===== src/rtl/mips32r2_utlb_walker_pkg.sv =====
// Shared TLB types, kseg decode constants and the page-size mask used by the
// micro-TLB and the slow-TLB probe, plus the entry-to-physical translation.
package mips32r2_utlb_walker_pkg;

  typedef enum logic [1:0] {
    PS4K  = 2'd0,
    PS16K = 2'd1,
    PS64K = 2'd2
  } page_size_e;

  typedef enum logic [1:0] {
    EXC_NONE     = 2'd0,
    EXC_REFILL   = 2'd1,
    EXC_INVALID  = 2'd2,
    EXC_MODIFIED = 2'd3
  } tlb_exc_e;

  typedef struct packed {
    logic [18:0] vpn2;
    logic [7:0]  asid;
    logic        g;
    page_size_e  ps;
    logic [19:0] pfn0;
    logic [2:0]  c0;
    logic        d0;
    logic        v0;
    logic [19:0] pfn1;
    logic [2:0]  c1;
    logic        d1;
    logic        v1;
  } tlb_entry_t;

  typedef struct packed {
    logic [31:0] paddr;
    logic        uncached;
    tlb_exc_e    exc;
  } xlate_t;

  localparam logic [1:0]  KSEG01_TOP   = 2'b10;
  localparam logic [31:0] KSEG_PMASK   = 32'h1FFF_FFFF;
  localparam logic [2:0]  CCA_UNCACHED = 3'd2;

  // Larger pages ignore the low VPN2 bits that fall inside the page pair.
  function automatic logic [18:0] vpn2_mask(input page_size_e ps);
    case (ps)
      PS16K:   return 19'h7FFFC;
      PS64K:   return 19'h7FFF0;
      default: return 19'h7FFFF;
    endcase
  endfunction

  function automatic xlate_t translate(input tlb_entry_t e, input logic [31:0] vaddr,
                                       input logic store);
    xlate_t      r;
    logic        odd;
    logic [31:0] off_mask;
    logic [19:0] pfn;
    logic [2:0]  c;
    logic        d;
    logic        v;
    case (e.ps)
      PS16K:   begin odd = vaddr[14]; off_mask = 32'h0000_3FFF; end
      PS64K:   begin odd = vaddr[16]; off_mask = 32'h0000_FFFF; end
      default: begin odd = vaddr[12]; off_mask = 32'h0000_0FFF; end
    endcase
    pfn = odd ? e.pfn1 : e.pfn0;
    c   = odd ? e.c1   : e.c0;
    d   = odd ? e.d1   : e.d0;
    v   = odd ? e.v1   : e.v0;
    r.paddr    = {pfn, 12'b0} | (vaddr & off_mask);
    r.uncached = (c == CCA_UNCACHED);
    r.exc      = EXC_NONE;
    if (!v)              r.exc = EXC_INVALID;
    else if (store && !d) r.exc = EXC_MODIFIED;
    if (r.exc != EXC_NONE) begin
      r.paddr    = '0;
      r.uncached = 1'b0;
    end
    return r;
  endfunction

endpackage


===== src/rtl/mips32r2_utlb_array.sv =====
// Fully-associative micro-TLB: parallel match, round-robin replacement and
// a flush that wins over a same-cycle install.
module mips32r2_utlb_array
  import mips32r2_utlb_walker_pkg::*;
#(
  parameter int UTLB_ENTRIES = 4
) (
  input  logic        clock,
  input  logic        reset,
  input  logic        flush,
  input  logic [18:0] lookup_vpn2,
  input  logic [7:0]  lookup_asid,
  output logic        hit,
  output tlb_entry_t  hit_entry,
  input  logic        install,
  input  tlb_entry_t  install_entry
);

  localparam int PW = $clog2(UTLB_ENTRIES);

  tlb_entry_t              ent [UTLB_ENTRIES];
  logic [UTLB_ENTRIES-1:0] valid;
  logic [UTLB_ENTRIES-1:0] match;
  logic [PW-1:0]           ptr;

  // Lowest matching index wins; a flush in the same cycle hides every entry.
  always_comb begin
    match     = '0;
    hit_entry = '0;
    for (int i = UTLB_ENTRIES - 1; i >= 0; i--) begin
      match[i] = valid[i]
              && ((ent[i].vpn2 & vpn2_mask(ent[i].ps)) == (lookup_vpn2 & vpn2_mask(ent[i].ps)))
              && (ent[i].g || (ent[i].asid == lookup_asid));
      if (match[i]) hit_entry = ent[i];
    end
  end

  assign hit = (|match) && !flush;

  always_ff @(posedge clock or posedge reset) begin
    if (reset) begin
      valid <= '0;
      ptr   <= '0;
    end else if (flush) begin
      valid <= '0;
    end else if (install) begin
      valid[ptr] <= 1'b1;
      ptr        <= ptr + 1'b1;
    end
  end

  always_ff @(posedge clock) begin
    if (install && !flush) ent[ptr] <= install_entry;
  end

endmodule


===== src/rtl/mips32r2_utlb_walker.sv =====
// Translation front end: micro-TLB lookup, slow-TLB probe walk on a miss,
// and a registered one-cycle response with the TLB exception code.
module mips32r2_utlb_walker
  import mips32r2_utlb_walker_pkg::*;
#(
  parameter int ENTRIES      = 64,
  parameter int GROUP_SIZE   = 4,
  parameter int UTLB_ENTRIES = 4
) (
  input  logic        clock,
  input  logic        reset,
  input  logic        req_valid,
  output logic        req_ready,
  input  logic [31:0] req_vaddr,
  input  logic [7:0]  req_asid,
  input  logic        req_store,
  output logic        resp_valid,
  output logic [31:0] resp_paddr,
  output logic        resp_uncached,
  output logic [1:0]  resp_exc,
  input  logic        flush,
  input  logic        tlb_w_valid,
  output logic [18:0] p_ivpn2,
  output logic [7:0]  p_iasid,
  input  logic        p_ready,
  input  tlb_entry_t  p_resp,
  output logic [1:0]  dbg_state
);

  localparam int GROUPS = ENTRIES / GROUP_SIZE;
  localparam int CW     = (GROUPS > 1) ? $clog2(GROUPS) : 1;
  localparam logic [CW-1:0] CNT_LAST = CW'(GROUPS - 1);

  localparam logic [1:0] S_IDLE   = 2'd0;
  localparam logic [1:0] S_LOOKUP = 2'd1;
  localparam logic [1:0] S_PROBE  = 2'd2;
  localparam logic [1:0] S_RESP   = 2'd3;

  logic [1:0]    state;
  logic [31:0]   vaddr_q;
  logic [7:0]    asid_q;
  logic          store_q;
  logic [CW-1:0] cnt;
  logic          hit;
  logic          install;
  logic          go_resp;
  tlb_entry_t    hit_entry;
  xlate_t        hit_x;
  xlate_t        probe_x;
  xlate_t        resp_d;

  // Handshake: a request is taken on any edge where req_valid && req_ready;
  // req_ready is high only in IDLE. resp_valid is a single-cycle pulse with
  // no back-pressure, so the consumer must take it when it appears.
  assign req_ready = (state == S_IDLE);
  assign dbg_state = state;
  assign install   = (state == S_PROBE) && p_ready && !tlb_w_valid && !flush;
  assign hit_x     = translate(hit_entry, vaddr_q, store_q);
  assign probe_x   = translate(p_resp, vaddr_q, store_q);

  mips32r2_utlb_array #(.UTLB_ENTRIES(UTLB_ENTRIES)) u_array (
    .clock         (clock),
    .reset         (reset),
    .flush         (flush),
    .lookup_vpn2   (vaddr_q[31:13]),
    .lookup_asid   (asid_q),
    .hit           (hit),
    .hit_entry     (hit_entry),
    .install       (install),
    .install_entry (p_resp)
  );

  always_comb begin
    resp_d  = '0;
    go_resp = 1'b0;
    if (state == S_LOOKUP) begin
      if (vaddr_q[31:30] == KSEG01_TOP) begin
        resp_d.paddr    = vaddr_q & KSEG_PMASK;
        resp_d.uncached = vaddr_q[29];
        resp_d.exc      = EXC_NONE;
        go_resp         = 1'b1;
      end else if (hit) begin
        resp_d  = hit_x;
        go_resp = 1'b1;
      end
    end else if (state == S_PROBE) begin
      if (install) begin
        resp_d  = probe_x;
        go_resp = 1'b1;
      end else if (!(tlb_w_valid || flush) && (cnt == CNT_LAST)) begin
        // A full rotation passed without a match.
        resp_d.exc = EXC_REFILL;
        go_resp    = 1'b1;
      end
    end
  end

  always_ff @(posedge clock or posedge reset) begin
    if (reset) begin
      state         <= S_IDLE;
      vaddr_q       <= '0;
      asid_q        <= '0;
      store_q       <= 1'b0;
      cnt           <= '0;
      resp_valid    <= 1'b0;
      resp_paddr    <= '0;
      resp_uncached <= 1'b0;
      resp_exc      <= EXC_NONE;
      p_ivpn2       <= '0;
      p_iasid       <= '0;
    end else begin
      resp_valid <= 1'b0;
      if (go_resp) begin
        resp_valid    <= 1'b1;
        resp_paddr    <= resp_d.paddr;
        resp_uncached <= resp_d.uncached;
        resp_exc      <= resp_d.exc;
        state         <= S_RESP;
      end else begin
        case (state)
          S_IDLE: begin
            if (req_valid) begin
              vaddr_q <= req_vaddr;
              asid_q  <= req_asid;
              store_q <= req_store;
              state   <= S_LOOKUP;
            end
          end
          S_LOOKUP: begin
            cnt     <= '0;
            p_ivpn2 <= vaddr_q[31:13];
            p_iasid <= asid_q;
            state   <= S_PROBE;
          end
          S_PROBE: begin
            // A pending slow-TLB write invalidates the rotation seen so far.
            if (tlb_w_valid || flush) cnt <= '0;
            else                      cnt <= cnt + 1'b1;
          end
          default: state <= S_IDLE;
        endcase
      end
    end
  end

endmodule


===== config.mk =====
export PLATFORM = sky130hd
export DESIGN_NAME = mips32r2_utlb_walker
export DESIGN_NICKNAME = d
export VERILOG_FILES = /design/src/rtl/mips32r2_utlb_walker_pkg.sv /design/src/rtl/mips32r2_utlb_array.sv /design/src/rtl/mips32r2_utlb_walker.sv
export SDC_FILE = /design/constraint.sdc
export NUM_CORES = 1
export LEC_CHECK = 0
export ABC_AREA = 0
export BUFFER_PORTS_ARGS = -buffer_cell sky130_fd_sc_hd__buf_4
export CORE_AREA = 3 3 207 209
export DETAILED_ROUTE_END_ITERATION = 8
export DIE_AREA = 0 0 210 212
export SLEW_MARGIN = 5
export SYNTH_ARGS = -nofsm -noshare
export SYNTH_HDL_FRONTEND = slang
export SYNTH_SLANG_ARGS = --single-unit

===== constraint.sdc =====
create_clock -name clock -period 5.25 [get_ports clock]
set_clock_uncertainty 0.2 [all_clocks]
set_input_delay 0.2625 -clock clock [delete_from_list [all_inputs] [get_ports clock]]
set_output_delay 0.2625 -clock clock [all_outputs]
set_load 0.02 [all_outputs]

==> results.md, run 1 <==
* Gr busiest metal: met2
* I/O Buffers at 192
* RSZ-0062 raised after global routing: no
* CTS tree: built
* Iter 0 DRT Violations at 752
* Worst-Skew Late Latency at 0.57 ns
* R2R setup slack at 0.51 ns
* DR vias/cell at 5.51
* Filler instances at 3313
* Synth Area in XOR/XNOR at 5.16%
* Post_cts resized at 0
* Asr flop ratio synth at 26.6%
* Adder-cell share of the synthesized area at 1.08%
* PD cells at 481 nW/um^2
* First-pass GRT wire length at 73.0 mm
* Setup Fix Bufs, Post-CTS at 0
* Antenna-violating nets left at 0
* Post-Route WL at 48.7 mm
* Setup TNS at 0 ns
* Synth Warn # at 0
* Die Height at 212 um
* Global route total overflow at 0
* Commonest non-fill, non-tap cell in the layout: edfxtp_1
* Crit share post-route at 90.4%
* Final Non-Filler Cells at 2081
* WS Path Type: flip-flop to flip-flop
* Largest net degree at the start of global routing at 68
* Die area at 44500 um^2
* Max transition margin at 21.8%
* Hold_ws at 0.0489 ns
* Met3 Usage GRT at 3.36%
* Peak VDD IR at 330 uV
* Fraction of the yosys area taken by sequential cells at 67.7%
* Distinct cells, synth at 64
* Synth Area in Compound Gates at 7.71%
* Status: completed
* TritonCTS Sinks at 436
* Min Tclk post-route at 4.74 ns
* # rows at 74
* Area Growth Syn to Fin at 25.9%
* Syn_nets at 1329
* Register area at 12500 um^2
* Routability cong. at 0.800
* Router iterations before antenna repair at 5
* Finished Core Util at 56.8%
* Via count at 11500
* DRC violations left at 0
* Max Root-Sink Buffers at 3
* DR WL/cell at 23.4 um
* Starting Density at 45.1%
* Crit path required time at 5.47 ns
* Area of the multi-input gates at 5540 um^2
* GR Util met1 at 30.5%
* Final Hold Fails at 0
* Htree depth at 2
* Slew Viols, Final at 0
* Commonest cells after routing, fill and taps aside: edfxtp_1 (320), buf_4 (222), dlygate4sd3_1 (125), dfrtp_1 (116), mux2i_1 (108)
* Post-CTS Hold Buffers at 125
* Worst-path fanout max at 44
* Clock root cell: clkbuf_16
* MaxCap Viol Count at 0
* Tightest Hold Check Type: primary input to flip-flop
* Post-synthesis mux area share at 11.1%
* Final Setup Violations at 0
* Final #Nets at 1652
* Cell leakage power at 9.13 nW
* Post-synthesis simple-gate area fraction at 4.61%
* Max frequency at 211 MHz
* Main combinational cell family by area after synthesis: multiplexers
* Synthesized area at 18500 um^2
* WP data arrival at 4.97 ns
* Post-synth EDFFs at 320
* Gate Count Post-Synth at 1186
* Die Span X at 210 um
* CP Launch Type: flip-flop
* Vias in the first global route at 11800
* Syn avg cell area at 15.6 um^2
* Placed insts at 1867
* # IOs at 193
* Total GRT Usage at 21.8%
* Number of synthesized register bits at 436
* M2 GR Usage at 35.2%
* Fraction of layout instances using a drive strength above 1 at 25.3%
* Clk pin slew, worst setup/hold paths at 0.06 ns
* Antenna violations before repair at 1
* CTS Buf Count at 47
* Critical Path End Type: flip-flop
* Worst slew pin tran at 1.17 ns
* Synth Flop Type: edfxtp_1
* Core ar. at 41000 um^2
* Final HPWL DP at 31.6 mm
cell families after synthesis:
logic type	count (synthesis)
AOI/OAI and AO/OA	188
xor gates and xnor gates	109
adders and majority gates	16
buffers and inverters	100
DFF	436
muxes	184
and+or+nand+nor	153
cells in the mapped netlist, types with 5 or more instances:
| library cell | number | area [um^2] |
|---|---|---|
| and3_1 | 20 | 125 |
| a221oi_1 | 7 | 61.3 |
| a21o_1 | 8 | 60.1 |
| dfrtp_1 | 116 | 2900 |
| o22ai_1 | 12 | 75.1 |
| mux2_4 | 30 | 450 |
| buf_6 | 8 | 90.1 |
| edfxtp_1 | 320 | 9610 |
| nand2_1 | 21 | 78.8 |
| nor3_1 | 6 | 30.0 |
| mux2_2 | 36 | 405 |
| a22o_1 | 8 | 70.1 |
| a211oi_1 | 12 | 90.1 |
| nor3b_1 | 7 | 52.6 |
| o31ai_1 | 14 | 105 |
| a211oi_2 | 10 | 125 |
| nand4_1 | 10 | 62.6 |
| o21ai_0 | 24 | 120 |
| buf_1 | 6 | 22.5 |
| mux2i_1 | 108 | 1080 |
| o221ai_1 | 17 | 149 |
| buf_2 | 36 | 180 |
| ha_1 | 16 | 200 |
| mux2_1 | 10 | 113 |
| nor2_1 | 36 | 135 |
| xnor2_1 | 45 | 394 |
| xor2_1 | 64 | 561 |
| a22oi_1 | 19 | 143 |
| inv_1 | 24 | 90.1 |
| clkbuf_1 | 22 | 82.6 |
| a21oi_1 | 31 | 155 |
| nand3_1 | 14 | 70.1 |
| nor4_1 | 16 | 100 |
| nor4b_1 | 5 | 43.8 |
metrics by stage:
stage	power, W	setup slack, ns	instance area (um^2)
finish	0.0112	0.505	23300
global route	0.0117	0.142	23300
CTS	0.0113	0.482	23300
detailed placement	0.00801	0.508	20500
global placement	0.00797	0.558	20500
floorplan	0.00684	0.883	18500
layout make-up:
type                       instances  share of cell area, %
clock inverter                    13                  0.382
tap                              532                   2.86
inverter                          24                  0.398
timing repair buffer             350                   12.8
sequential                       436                   53.7
multi-input combinational        650                   23.8
antenna                            2                 0.0215
clock buffer                      74                   6.01
routing by layer:
layer / routed length, um / vias to the layer above
li1: - / 5172
met1: 22000 / 5866
met2: 22900 / 340
met3: 2350 / 83
met4: 1450 / 0
met5: 0 / -
flip-flops by register name, summed over array words and instances (netlist names):
signal / cells
resp_uncached: 1
cnt: 4
u_array.ptr: 2
dbg_state: 2
asid_q: 8
u_array.ent: 320
resp_valid: 1
vaddr_q: 32
u_array.valid: 4
store_q: 1
resp_paddr: 32
resp_exc: 2
p_ivpn2: 19
p_iasid: 8
critical path, stage by stage (launching register included):
cell	delay, ns
dfrtp_1	0.55
xor2_1	0.24
nor4_1	0.30
o2111ai_1	0.36
nor3_1	0.47
mux2i_1	0.23
nor2_1	0.07
a21o_1	0.18
ha_1	0.23
a22oi_1	0.19
nor2_1	0.09
a21oi_4	0.29
buf_12	0.33
mux2_2	0.38
a22o_1	0.22
a22oi_1	0.14
o31ai_1	0.09
final timing paths:
path | startpoint | to | cells after the start
worst max-delay path | vaddr_q[24] | resp_paddr[20] | 16
worst min-delay path | flush | cnt[2] | 6
worst max register to register | vaddr_q[24] | resp_paddr[20] | 16
worst min register to register | vaddr_q[2] | vaddr_q[2] | 1
max in group asynchronous | reset | resp_uncached | 4
min in group asynchronous | reset | u_array.valid[3] | 3
power breakdown:
part | internal, W | switching, W | total (W)
Sequential | 0.00415 | 0.000532 | 0.00468
Clock | 0.00188 | 0.00131 | 0.00319
Combinational | 0.00158 | 0.00174 | 0.00333
Power figures use the tool's default switching activity.
==> inputs of run 2 (changes only) <==
Settings changed: CORE_AREA 3 3 207 209 to 2 2 206 208, DIE_AREA 0 0 210 212 to 0 0 208 210.
==> run 2 against run 1 <==
Global-route usage grew 0.44 points. Clock power shrank 1%. Non-clock buffer count is the same. Utilization shrank 0.68 points. Clock-buffer cell count shrank 2. Sequential cell count is the same.
==> results.md, run 2 (same netlist as run 1, synthesis figures left out) <==
* Status: completed
* Setup Fix Bufs, Post-CTS at 0
* Filler instances at 3394
* Worst-Skew Late Latency at 0.57 ns
* Max Root-Sink Buffers at 3
* Final Hold Fails at 0
* First-pass GRT wire length at 73.1 mm
* Reg-to-reg startpoint: vaddr_q[23]
* CP startpoint: vaddr_q[23]
* Finished Core Util at 56.1%
* Vias in the first global route at 12000
* PD cells at 480 nW/um^2
* Cell leakage power at 9.12 nW
* Diode count at 0
* # rows at 75
* CTS tree: built
* Iter 0 DRT Violations at 723
* Post-Route WL at 48.2 mm
* Min Tclk post-route at 4.80 ns
* Post_cts resized at 0
* Final Non-Filler Cells at 2085
* Htree depth at 2
* Clk pin slew, worst setup/hold paths at 0.06 ns
* Slew Viols, Final at 0
* Starting Density at 44.6%
* Top Registers: u_array.ent: 320 flops, resp_paddr: 32 flops, vaddr_q: 32 flops
* CP Launch Type: flip-flop
* WS Path Type: flip-flop to flip-flop
* Critical Path End Type: flip-flop
* Final HPWL DP at 31.4 mm
* Max reg flops at 320
* DP Area at 20600 um^2
* Crit share post-route at 91.4%
* Worst slew pin tran at 1.23 ns
* Final Setup Violations at 0
* Fraction of layout instances using a drive strength above 1 at 25.2%
* Core ar. at 41500 um^2
* Die Height at 210 um
* Area Growth Syn to Fin at 25.8%
* Hold_ws at 0.0540 ns
* Peak VDD IR at 276 uV
* DR WL/cell at 23.1 um
* Router iterations before antenna repair at 5
* Most flop-heavy register: u_array.ent
* Die Span X at 208 um
* Die area at 43700 um^2
* Setup TNS at 0 ns
* DRC violations left at 0
* I/O Buffers at 192
* Largest net degree at the start of global routing at 68
* Finished Cell Area at 23300 um^2
* Antenna-violating nets left at 0
* MaxCap Viol Count at 0
* Routability cong. at 0.796
* # IOs at 193
* Commonest cells after routing, fill and taps aside: edfxtp_1 (320), buf_4 (222), dlygate4sd3_1 (124), dfrtp_1 (116), mux2i_1 (108)
* Max transition margin at 17.8%
* CTS Buf Count at 47
* Tightest Hold Check Type: primary input to flip-flop
* Crit path required time at 5.54 ns
* Final #Nets at 1652
* Worst-path fanout max at 48
* Worst Hold Launch: p_ready
* Placed insts at 1875
* RSZ-0062 raised after global routing: no
* WP data arrival at 5.09 ns
* Max frequency at 209 MHz
* Commonest non-fill, non-tap cell in the layout: edfxtp_1
* Total GRT Usage at 22.2%
* Via count at 11400
* Antenna violations before repair at 1
* DR vias/cell at 5.46
* TritonCTS Sinks at 436
* Global route total overflow at 0
* Clock root cell: clkbuf_16
==> run 2: report_power, final <==
| part | switching (W) | internal (W) | leakage (nW) |
|---|---|---|---|
| Clock | 0.00132 | 0.00183 | 0.713 |
| Combinational | 0.00179 | 0.00159 | 4.08 |
| Sequential | 0.000487 | 0.00415 | 4.33 |
| Total | 0.00359 | 0.00757 | 9.12 |
==> run 2: final cells by class <==
type	count	area [um^2]	area share, %
Timing Repair Buffer	350	2990	12.8
Multi-Input combinational cell	650	5540	23.8
Sequential cell	436	12500	53.8
Clock buffer	72	1360	5.86
Inverter	24	92.6	0.398
Tap cell	539	674	2.90
Clock inverter	14	92.6	0.398
==> run 2: path summary, 6_finish.rpt <==
kind                                     to  slack, ns  depth (start not counted)
max reg2reg                   resp_uncached       0.45                         16
max in group asynchronous            cnt[0]       3.74                          4
max                           resp_uncached       0.45                         16
min                            dbg_state[1]       0.05                          4
min in group asynchronous  u_array.valid[3]       0.08                          3
min reg2reg                u_array.valid[3]       0.28                          1
==> run 2: stage by stage <==
| step | setup slack [ns] | total power (W) |
|---|---|---|
| 2_1_floorplan | 0.883 | 0.00684 |
| 3_3_place_gp | 0.540 | 0.00797 |
| 3_5_place_dp | 0.465 | 0.00802 |
| 4_1_cts | 0.447 | 0.0113 |
| 5_1_grt | 0.131 | 0.0117 |
| 6_report | 0.454 | 0.0112 |
==> run 2: what timing repair did <==
action / 4_1_cts / 5_1_grt
hold buffers: 124 / 0
hold endpoints to repair: 415 / 0
endpoints found under the setup margin: 0 / 0
==> run 2: critical path: stages, from the launching register on <==
cell and delay, ns:
dfrtp_1 0.50, xor2_1 0.22, nor4_1 0.36, o2111ai_1 0.35
nor3_1 0.51, mux2i_1 0.24, nor2_1 0.07, a21o_1 0.15
ha_1 0.40, nor2_1 0.11, a21oi_4 0.29, buf_12 0.35
nor4bb_1 0.39, nor3_1 0.08, a21oi_1 0.15, nand3_1 0.13
o21ai_0 0.17
==> run 2: per-layer routing <==
layer	share of wire [%]	vias to the layer above	global-route usage [%]
met3	5.3	87	3.41
met2	48	363	36.4
met1	44	5746	30.6
met5	0.027	-	0
li1	-	5178	-
met4	2.7	2	7.53
